`config.mk`:
```
export PLATFORM = sky130hd
export DESIGN_NAME = conv_job_sequencer
export DESIGN_NICKNAME = d
export VERILOG_FILES = /design/src/rtl/conv_seq_pkg.sv /design/src/rtl/conv_seq_rd_buf.sv /design/src/rtl/conv_job_sequencer.sv
export SDC_FILE = /design/constraint.sdc
export NUM_CORES = 1
export LEC_CHECK = 0
export CAP_MARGIN = 20
export CORE_MARGIN = 1.5
export CORE_UTILIZATION = 47
export CTS_CLUSTER_DIAMETER = 150
export CTS_CLUSTER_SIZE = 30
export DETAILED_ROUTE_END_ITERATION = 6
export GPL_TIMING_DRIVEN = 0
export PLACE_DENSITY = 0.94
export SKIP_CTS_REPAIR_TIMING = 1
export SLEW_MARGIN = 20
export SYNTH_ARGS = -nofsm -noshare
export SYNTH_HDL_FRONTEND = slang
export SYNTH_SLANG_ARGS = --single-unit
```
`constraint.sdc`:
```
create_clock -name i_clk -period 4 [get_ports i_clk]
set_input_delay 0.6 -clock i_clk [delete_from_list [all_inputs] [get_ports i_clk]]
set_output_delay 0.6 -clock i_clk [all_outputs]
set_load 0.01 [all_outputs]
```
`src/rtl/conv_seq_pkg.sv`:
```
// rtl/conv_seq_pkg.sv - shared state encoding and control-register map for the convolution job sequencer
package conv_seq_pkg;

    typedef enum logic [3:0] {
        IDLE,
        LOAD,
        CLEAR,
        START,
        POLL,
        RADDR,
        RWAIT,
        DRAIN,
        DONE
    } seq_state_t;

    localparam logic [13:0] CTRL_CLEAR_ADDR = 14'h3FFD;
    localparam logic [13:0] CTRL_START_ADDR = 14'h3FFE;
    localparam logic [13:0] CTRL_DONE_ADDR  = 14'h3FFF;

endpackage

```
`src/rtl/conv_seq_rd_buf.sv`:
```
// rtl/conv_seq_rd_buf.sv - one-entry result holding register with valid/ready handshake
module conv_seq_rd_buf #(
    parameter int WIDTH = 33
) (
    input  logic             clk_i,
    input  logic             rst_i,
    input  logic             in_tvalid_i,
    output logic             in_tready_o,
    input  logic [WIDTH-1:0] in_tdata_i,
    output logic             out_tvalid_o,
    input  logic             out_tready_i,
    output logic [WIDTH-1:0] out_tdata_o
);

    logic             valid_q, valid_d;
    logic [WIDTH-1:0] data_q, data_d;

    assign in_tready_o  = !valid_q || out_tready_i;
    assign out_tvalid_o = valid_q;
    assign out_tdata_o  = data_q;

    // Data only moves on a load, so it stays stable while the consumer stalls.
    always_comb begin
        valid_d = valid_q;
        data_d  = data_q;
        if (valid_q && out_tready_i) begin
            valid_d = 1'b0;
        end
        if (in_tvalid_i && in_tready_o) begin
            valid_d = 1'b1;
            data_d  = in_tdata_i;
        end
    end

    always_ff @(posedge clk_i) begin
        if (rst_i) begin
            valid_q <= 1'b0;
            data_q  <= '0;
        end else begin
            valid_q <= valid_d;
            data_q  <= data_d;
        end
    end

endmodule

```
`src/rtl/conv_job_sequencer.sv`:
```
// rtl/conv_job_sequencer.sv - loads a convolution job, kicks the engine, polls for completion and streams results out
// Optional poll timeout enabled by defining CONV_SEQ_TIMEOUT_EN.
module conv_job_sequencer
    import conv_seq_pkg::*;
#(
    parameter int                    ADDR_WIDTH   = 14,
    parameter int                    DATA_WIDTH   = 32,
    parameter int                    LOAD_WORDS   = 288,
    parameter logic [ADDR_WIDTH-1:0] RESULT_BASE  = 14'h120,
    parameter int                    RESULT_WORDS = 2,
    parameter int                    POLL_LIMIT   = 100000
) (
    input  logic                  i_clk,
    input  logic                  i_rst,
    input  logic                  i_go,
    output logic                  o_busy,
    output logic                  o_done,
    output logic                  o_err,
    input  logic                  s_valid,
    output logic                  s_ready,
    input  logic [DATA_WIDTH-1:0] s_data,
    output logic                  o_we,
    output logic                  o_re,
    output logic [ADDR_WIDTH-1:0] o_write_addr,
    output logic [ADDR_WIDTH-1:0] o_read_addr,
    output logic [DATA_WIDTH-1:0] o_data,
    input  logic [DATA_WIDTH-1:0] i_rdata,
    output logic                  m_valid,
    input  logic                  m_ready,
    output logic [DATA_WIDTH-1:0] m_data,
    output logic                  m_last
);

    localparam int CNT_MAX = (LOAD_WORDS > POLL_LIMIT) ? LOAD_WORDS : POLL_LIMIT;
    localparam int CNT_W   = $clog2(CNT_MAX + 1);
    localparam int KW      = $clog2(RESULT_WORDS + 1);

    seq_state_t            state_q, state_d;
    logic [CNT_W-1:0]      cnt_q, cnt_d;
    logic [KW-1:0]         k_q, k_d;
    logic                  we_q, we_d;
    logic                  re_q, re_d;
    logic [ADDR_WIDTH-1:0] waddr_q, waddr_d;
    logic [ADDR_WIDTH-1:0] raddr_q, raddr_d;
    logic [DATA_WIDTH-1:0] wdata_q, wdata_d;
    logic                  armed_q, armed_d;
    logic                  buf_in_valid;
    logic                  buf_in_ready;
    logic                  rd_last;

    function automatic logic [ADDR_WIDTH-1:0] result_addr(input logic [KW-1:0] k);
        return RESULT_BASE + ADDR_WIDTH'(k);
    endfunction

    assign s_ready      = (state_q == LOAD);
    assign o_busy       = (state_q != IDLE);
    assign o_done       = (state_q == DONE);
    assign o_we         = we_q;
    assign o_re         = re_q;
    assign o_write_addr = waddr_q;
    assign o_read_addr  = raddr_q;
    assign o_data       = wdata_q;
    assign rd_last      = (k_q == KW'(RESULT_WORDS - 1));
    // i_rdata trails the read by a cycle, so a poll read on the bus now arms sampling next cycle.
    assign armed_d      = (state_q == POLL) && re_q;

`ifdef CONV_SEQ_TIMEOUT_EN
    logic err_q, err_d;
    assign o_err = err_q;
`else
    assign o_err = 1'b0;
`endif

    // Every bus cycle is registered: each state sets up the transfer seen on the following cycle.
    always_comb begin
        state_d      = state_q;
        cnt_d        = cnt_q;
        k_d          = k_q;
        we_d         = 1'b0;
        re_d         = 1'b0;
        waddr_d      = waddr_q;
        raddr_d      = raddr_q;
        wdata_d      = wdata_q;
        buf_in_valid = 1'b0;
`ifdef CONV_SEQ_TIMEOUT_EN
        err_d        = err_q;
`endif
        case (state_q)
            IDLE: begin
                if (i_go) begin
                    state_d = LOAD;
                    cnt_d   = '0;
`ifdef CONV_SEQ_TIMEOUT_EN
                    err_d   = 1'b0;
`endif
                end
            end
            LOAD: begin
                if (s_valid) begin
                    we_d    = 1'b1;
                    waddr_d = ADDR_WIDTH'(cnt_q);
                    wdata_d = s_data;
                    if (cnt_q == CNT_W'(LOAD_WORDS - 1)) begin
                        state_d = CLEAR;
                        cnt_d   = '0;
                    end else begin
                        cnt_d = cnt_q + CNT_W'(1);
                    end
                end
            end
            CLEAR: begin
                we_d    = 1'b1;
                waddr_d = ADDR_WIDTH'(CTRL_CLEAR_ADDR);
                wdata_d = '0;
                state_d = START;
            end
            START: begin
                we_d    = 1'b1;
                waddr_d = ADDR_WIDTH'(CTRL_START_ADDR);
                wdata_d = DATA_WIDTH'(1);
                cnt_d   = '0;
                k_d     = '0;
                state_d = POLL;
            end
            POLL: begin
                if (armed_q && (i_rdata == DATA_WIDTH'(1))) begin
                    state_d = RADDR;
                    re_d    = 1'b1;
                    raddr_d = result_addr(k_q);
                end
`ifdef CONV_SEQ_TIMEOUT_EN
                else if (cnt_q == CNT_W'(POLL_LIMIT - 1)) begin
                    err_d   = 1'b1;
                    state_d = DONE;
                end
`endif
                else begin
                    re_d    = 1'b1;
                    raddr_d = ADDR_WIDTH'(CTRL_DONE_ADDR);
`ifdef CONV_SEQ_TIMEOUT_EN
                    cnt_d   = cnt_q + CNT_W'(1);
`endif
                end
            end
            RADDR: begin
                state_d = RWAIT;
            end
            RWAIT: begin
                buf_in_valid = 1'b1;
                if (buf_in_ready) begin
                    state_d = DRAIN;
                end
            end
            DRAIN: begin
                if (m_valid && m_ready) begin
                    if (rd_last) begin
                        state_d = DONE;
                    end else begin
                        k_d     = k_q + KW'(1);
                        re_d    = 1'b1;
                        raddr_d = result_addr(k_q + KW'(1));
                        state_d = RADDR;
                    end
                end
            end
            DONE: begin
                state_d = IDLE;
            end
            default: begin
                state_d = IDLE;
            end
        endcase
    end

    always_ff @(posedge i_clk) begin
        if (i_rst) begin
            state_q <= IDLE;
            cnt_q   <= '0;
            k_q     <= '0;
            we_q    <= 1'b0;
            re_q    <= 1'b0;
            waddr_q <= '0;
            raddr_q <= '0;
            wdata_q <= '0;
            armed_q <= 1'b0;
`ifdef CONV_SEQ_TIMEOUT_EN
            err_q   <= 1'b0;
`endif
        end else begin
            state_q <= state_d;
            cnt_q   <= cnt_d;
            k_q     <= k_d;
            we_q    <= we_d;
            re_q    <= re_d;
            waddr_q <= waddr_d;
            raddr_q <= raddr_d;
            wdata_q <= wdata_d;
            armed_q <= armed_d;
`ifdef CONV_SEQ_TIMEOUT_EN
            err_q   <= err_d;
`endif
        end
    end

    conv_seq_rd_buf #(
        .WIDTH(DATA_WIDTH + 1)
    ) u_rd_buf (
        .clk_i       (i_clk),
        .rst_i       (i_rst),
        .in_tvalid_i (buf_in_valid),
        .in_tready_o (buf_in_ready),
        .in_tdata_i  ({rd_last, i_rdata}),
        .out_tvalid_o(m_valid),
        .out_tready_i(m_ready),
        .out_tdata_o ({m_last, m_data})
    );

endmodule

```
After elaboration in Yosys (flattened, before gate mapping)
Index checks and enable logic that the tools add are counted.
{"block": "op_classes", "mux": 31, "n_bitwise": 0, "reduce_logical": 19, "n_eq_ne": 18, "add_sub_neg": 4, "n_mul": 0, "order_cmp": 0, "div_mod_pow": 0, "shift": 0}
{"op": "$pmux 32 s3", "n": 1}
{"op": "$mux 14", "n": 4}
{"op": "$mux 17", "n": 3}
{"op": "$pmux 17 s3", "n": 1}
{"op": "$pmux 14 s3", "n": 1}
{"op": "$eq 32x1->1 const B", "n": 1}
{"op": "$mux 32", "n": 1}
{"op": "$pmux 4 s8", "n": 1}
{"op": "$mux 4", "n": 7}
{"op": "$pmux 14 s2", "n": 1}
{"op": "$add 9x2->10 const A", "n": 2}
{"op": "$add 17x1->17 const B", "n": 1}
{"op": "$eq 17x9->1 const B", "n": 1}
{"op": "$eq 4x3->1 const B", "n": 4}
{"op": "$reduce_and 3->1", "n": 3}
{"op": "$eq 4x2->1 const B", "n": 2}
{"op": "$ne 2x2->1 const B", "n": 4}
{"op": "$mux 1", "n": 6}
{"op": "$ne 2x1->1 const B", "n": 3}
{"op": "$reduce_and 6->1", "n": 1}
{"op": "$reduce_bool 2->1", "n": 3}
{"op": "$reduce_bool 3->1", "n": 2}
{"op": "$eq 4x1->1 const B", "n": 1}
{"op": "$eq 4x4->1 const B", "n": 1}
{"op": "other kinds (12)", "n": 17}
{"block": "word_totals", "ramBits": 0, "romBits": 0, "latch_bits": 0, "register_bits": 120, "mem_count": 0, "in_bits": 69}

Depth between registers and ports, before layout
{"block": "logic_depth", "word_depth": 5, "mapped_depth": 8, "mapped_depth_nobuf": 7}

By module
Synthesis repeated with hierarchy kept, for this count alone.
{"block": "unflattened", "cells_unflattened": 536, "area_unflattened_um2": 4869.7}
{"module": "conv_job_sequencer", "n_inst": 1, "area_per_inst_um2": 3245.6, "cells_each": 381, "seq_area_each_um2": 1521.5}
{"module": "conv_seq_rd_buf", "n_inst": 1, "area_per_inst_um2": 1624.1, "cells_each": 155, "seq_area_each_um2": 680.7}

Worst setup path after synthesis
OpenSTA, ideal clock, no wires.
{"block": "synth_timing", "path_kind": "input port to flip-flop", "startpoint": "input port i_rdata[17]", "endpoint": "register state_q[0]", "setup_time_ps": 88, "t_required_ps": 3912, "n_path_buf": 0, "path_stages": 4, "slack_ps": 1972, "t_arrival_ps": 1940, "path_cell_list": "or3_1 -> or4_4 -> and3_4 -> o32ai_2"}
{"block": "synth_via", "elab_chain_cells": 4}
{"element": "from (decl)", "line": "conv_job_sequencer.sv:27", "text": "input logic [DATA_WIDTH-1:0] i_rdata,"}
{"element": "$eq 32x1->1", "line": "conv_job_sequencer.sv:126", "text": "if (armed_q && (i_rdata == DATA_WIDTH'(1))) begin"}
{"element": "$logic_and 1x1->1", "line": "conv_job_sequencer.sv:126"}
{"element": "$ne 2x1->1 (no source line)"}
{"element": "$reduce_and 6->1 (no source line)"}
{"element": "to (signal assigned)", "line": "conv_job_sequencer.sv:190", "text": "state_q <= state_d;"}
{"element": "to (decl)", "line": "conv_job_sequencer.sv:38", "text": "seq_state_t state_q, state_d;"}
Every way passes these cells.
A chain may end at the register's enable or synchronous reset.

Worst setup path in the final report
{"block": "layout_timing", "startpoint": "register state_q[0]", "endpoint": "output port o_done"}
{"block": "layout_via", "elab_chain_cells": 1}
{"element": "$eq 4x4->1", "line": "conv_job_sequencer.sv:57", "text": "assign o_done = (state_q == DONE);"}
{"element": "to (decl)", "line": "conv_job_sequencer.sv:17", "text": "output logic o_done,"}
Every way passes these cells.

==> results.json <==
{
  "run_status": "finished, final reports clean",
  "fp.dieW_microns": 99.9,
  "cts.sinks": 110,
  "area_of_all_placed_cells_without_fillers_sq_um": 6420,
  "clock_tree.htree_level_count": 3,
  "drt_wl_total_microns": 12600,
  "finalCoreUtilization": 0.698,
  "mappedNetlistNets": 599,
  "remaining_global_route_overflow": 0,
  "grt_setup_unrepaired": "no",
  "layout_cells_sized_above_1": 0.0620,
  "postSynth.topFlopCell": "dfxtp_1",
  "port_buf_inserts": 166,
  "skew_ns": 0.0117,
  "vias": 4382,
  "n_fill_cell": 702,
  "insertion_delay_ns": 0.37,
  "peakVddDrop_uv": 327,
  "finalSetupTns_ns": 0,
  "min_path_type": "reg -> reg",
  "startpoint_type": "register",
  "required_ns": 3.40,
  "detailed_routing_iterations_pass_1": 5,
  "final-hold-violation-count": 0,
  "worst_pin_slew_ns": 0.557,
  "storage_element_area_sq_um": 2200,
  "routabilityCongestion": 0.931,
  "floorplan.core_area_sq_um": 9200,
  "fp.dieH_microns": 99.9,
  "antenna_cells": 0,
  "initial_utilization": 0.480,
  "grt_max_degree": 20,
  "grt_first_pass_wirelength_microns": 19400,
  "multi_input_combinational_cell_area_sq_um": 1980,
  "wire_per_inst_microns": 15.3,
  "slowest_delay_ns": 0.61,
  "finish.net_count": 776,
  "power.static_leakage_nw": 2.24,
  "most_frequent_cp_cell": "clkbuf_1",
  "setup_viol_count_final": 0,
  "final_antenna_net_count": 0,
  "setup_slack_ns": 1.28,
  "dp_hpwl_microns": 9510,
  "yosys_warnings": 0,
  "timing.slew.headroom": 0.626,
  "postSynthCellCount": 528,
  "initialDrtViolationCount": 236,
  "number_of_slew_limit_violations_in_the_final_report": 0,
  "top_level_ports": 169,
  "holdWs_ns": 0.460,
  "crit_chain": "clkbuf_1, clkbuf_1, nor4b_1, clkdlybuf4s50_1",
  "worstPathMaxFanout": 10,
  "timing.max_cap.violations": 0,
  "grtUsageTotal": 0.241,
  "post-route-drc-count": 0,
  "dp_worst_setup_slack_ns": 1.23,
  "first_global_vias": 4148,
  "finalCriticalPeriod_ns": 2.72,
  "flow.area_growth_from_synthesis_pct": 45.4,
  "tritoncts": "done",
  "instance_area_after_placement_sq_um": 6220,
  "placement_rows": 35,
  "critical-path-slowest-cell": "clkdlybuf4s50_1",
  "area_enclosed_by_the_die_boundary_sq_um": 9990,
  "post_synth.cell_area_avg_sq_um": 8.37,
  "synth_async_sr_flop_share": 0,
  "antenna_found_initial": 0,
  "seq_area_frac_synth": 0.499,
  "bufs_on_longest_clock_path": 2,
  "synth.cell_area_sq_um": 4420,
  "synth.lib_cells_used.distinct": 50,
  "synth_seq_cells": 110,
  "power_density_nw_per_um2": 497,
  "timing_worst_setup_path_type": "reg -> out",
  "synth-edff-count": 0,
  "crit_arrival_ns": 2.12,
  "clk_transition_reported_paths_ns": 0.10,
  "final_min_period_over_clock_period": 0.680,
  "reg2reg_setup_slack_ns": 1.96,
  "avgViaCountPerCell": 5.34,
  "cp-end-kind": "primary output",
  "clock_tree.root_cell": "clkbuf_8",
  "max_freq_mhz": 367,
  "number_of_clock_buffers_inserted_by_tritoncts": 9
}
## metal layers
layer,GRT usage,vias up,share of wire
met4,0.0964,0,0.020
met3,0.0474,24,0.072
met1,0.279,2029,0.41
li1,-,2135,-
met5,0,-,0
met2,0.435,194,0.50
## synthesized netlist by cell type, drive strengths merged, types with 3 or more instances
master | instances | area (sq um)
inv | 3 | 11.3
nand2 | 113 | 424
nand4 | 8 | 50.1
a21oi | 56 | 284
nor4 | 9 | 56.3
nand3b | 4 | 30.0
and4 | 3 | 26.3
nand2b | 5 | 31.3
xnor2 | 3 | 26.3
a22oi | 18 | 135
xor2 | 13 | 114
nand3 | 10 | 50.1
nor3 | 5 | 25.0
and2 | 3 | 18.8
nor2 | 71 | 274
clkbuf | 25 | 93.8
o22ai | 12 | 75.1
and3 | 5 | 36.3
dfxtp | 110 | 2200
buf | 19 | 133
## worst max-delay path: cells and delay by family, from the launching register on
kind          cells  cell delay [ns]
buf+inv           3             1.09
flops             1             0.34
simple gates      1             0.33
## cells in the final DEF (no fill, tap or decap), types with 3 or more instances in the layout
cell / n
buf_4: 11
nand4_1: 8
dfxtp_1: 110
clkdlybuf4s50_1: 166
clkbuf_8: 9
nor2_2: 3
a22oi_1: 18
nor3_1: 5
clkbuf_1: 25
and3_1: 4
a21oi_1: 55
nor2_1: 68
nand2_1: 113
inv_1: 3
xnor2_1: 3
o22ai_1: 12
nand3_1: 10
nand2b_1: 5
and4_1: 3
buf_2: 4
xor2_1: 13
nor4_1: 9
and2_1: 3
nand3b_1: 4
## per-stage QoR
| stage | power (W) | std cells |
|---|---|---|
| detailed placement | 0.00251 | 805 |
| CTS | 0.00320 | 821 |
| global route | 0.00335 | 821 |
| floorplan | 0.00196 | 528 |
| global placement | 0.00247 | 805 |
| finish | 0.00319 | 821 |
## where the power goes
part           switching (W)  internal [W]  total, W
registers          0.0000989       0.00123   0.00133
clock network       0.000396      0.000299  0.000695
logic               0.000573      0.000591   0.00116
## kinds of logic after synthesis
| group | count (synthesis) | synth area share |
|---|---|---|
| fa+ha+maj | 2 | 0.00566 |
| flops | 110 | 0.499 |
| other cells | 1 | 0.000849 |
| xor+xnor | 16 | 0.0317 |
| compound gates | 104 | 0.154 |
| mux | 2 | 0.00453 |
| buf+inv | 47 | 0.0538 |
| simple gates | 246 | 0.251 |
## flip-flops by register name, summed over array words and instances, names as in the netlist
register / flops
armed_q: 1
cnt_q: 17
k_q: 2
o_write_addr: 14
state_q: 4
u_rd_buf.out_tvalid_o: 1
u_rd_buf.out_tdata_o: 33
o_re: 1
o_we: 1
o_read_addr: 4
o_data: 32
## layout make-up
| class | instances | share of cell area |
|---|---|---|
| sequential | 110 | 0.343 |
| multi-input combinational | 371 | 0.308 |
| timing repair buffer | 166 | 0.259 |
| buffer | 44 | 0.0353 |
| tap | 111 | 0.0216 |
| clock buffer | 9 | 0.0193 |
| clock inverter | 7 | 0.0125 |
| inverter | 3 | 0.00175 |
## path summary, 6_finish.rpt
kind	cells past startpoint	end	startpoint
worst min register to register	2	u_rd_buf.out_tdata_o[31]	u_rd_buf.out_tdata_o[31]
worst min-delay path	2	u_rd_buf.out_tdata_o[31]	u_rd_buf.out_tdata_o[31]
worst max-delay path	4	o_done	state_q[0]
worst max register to register	6	state_q[0]	cnt_q[7]
No activity file was read; power rests on OpenSTA's default activity.
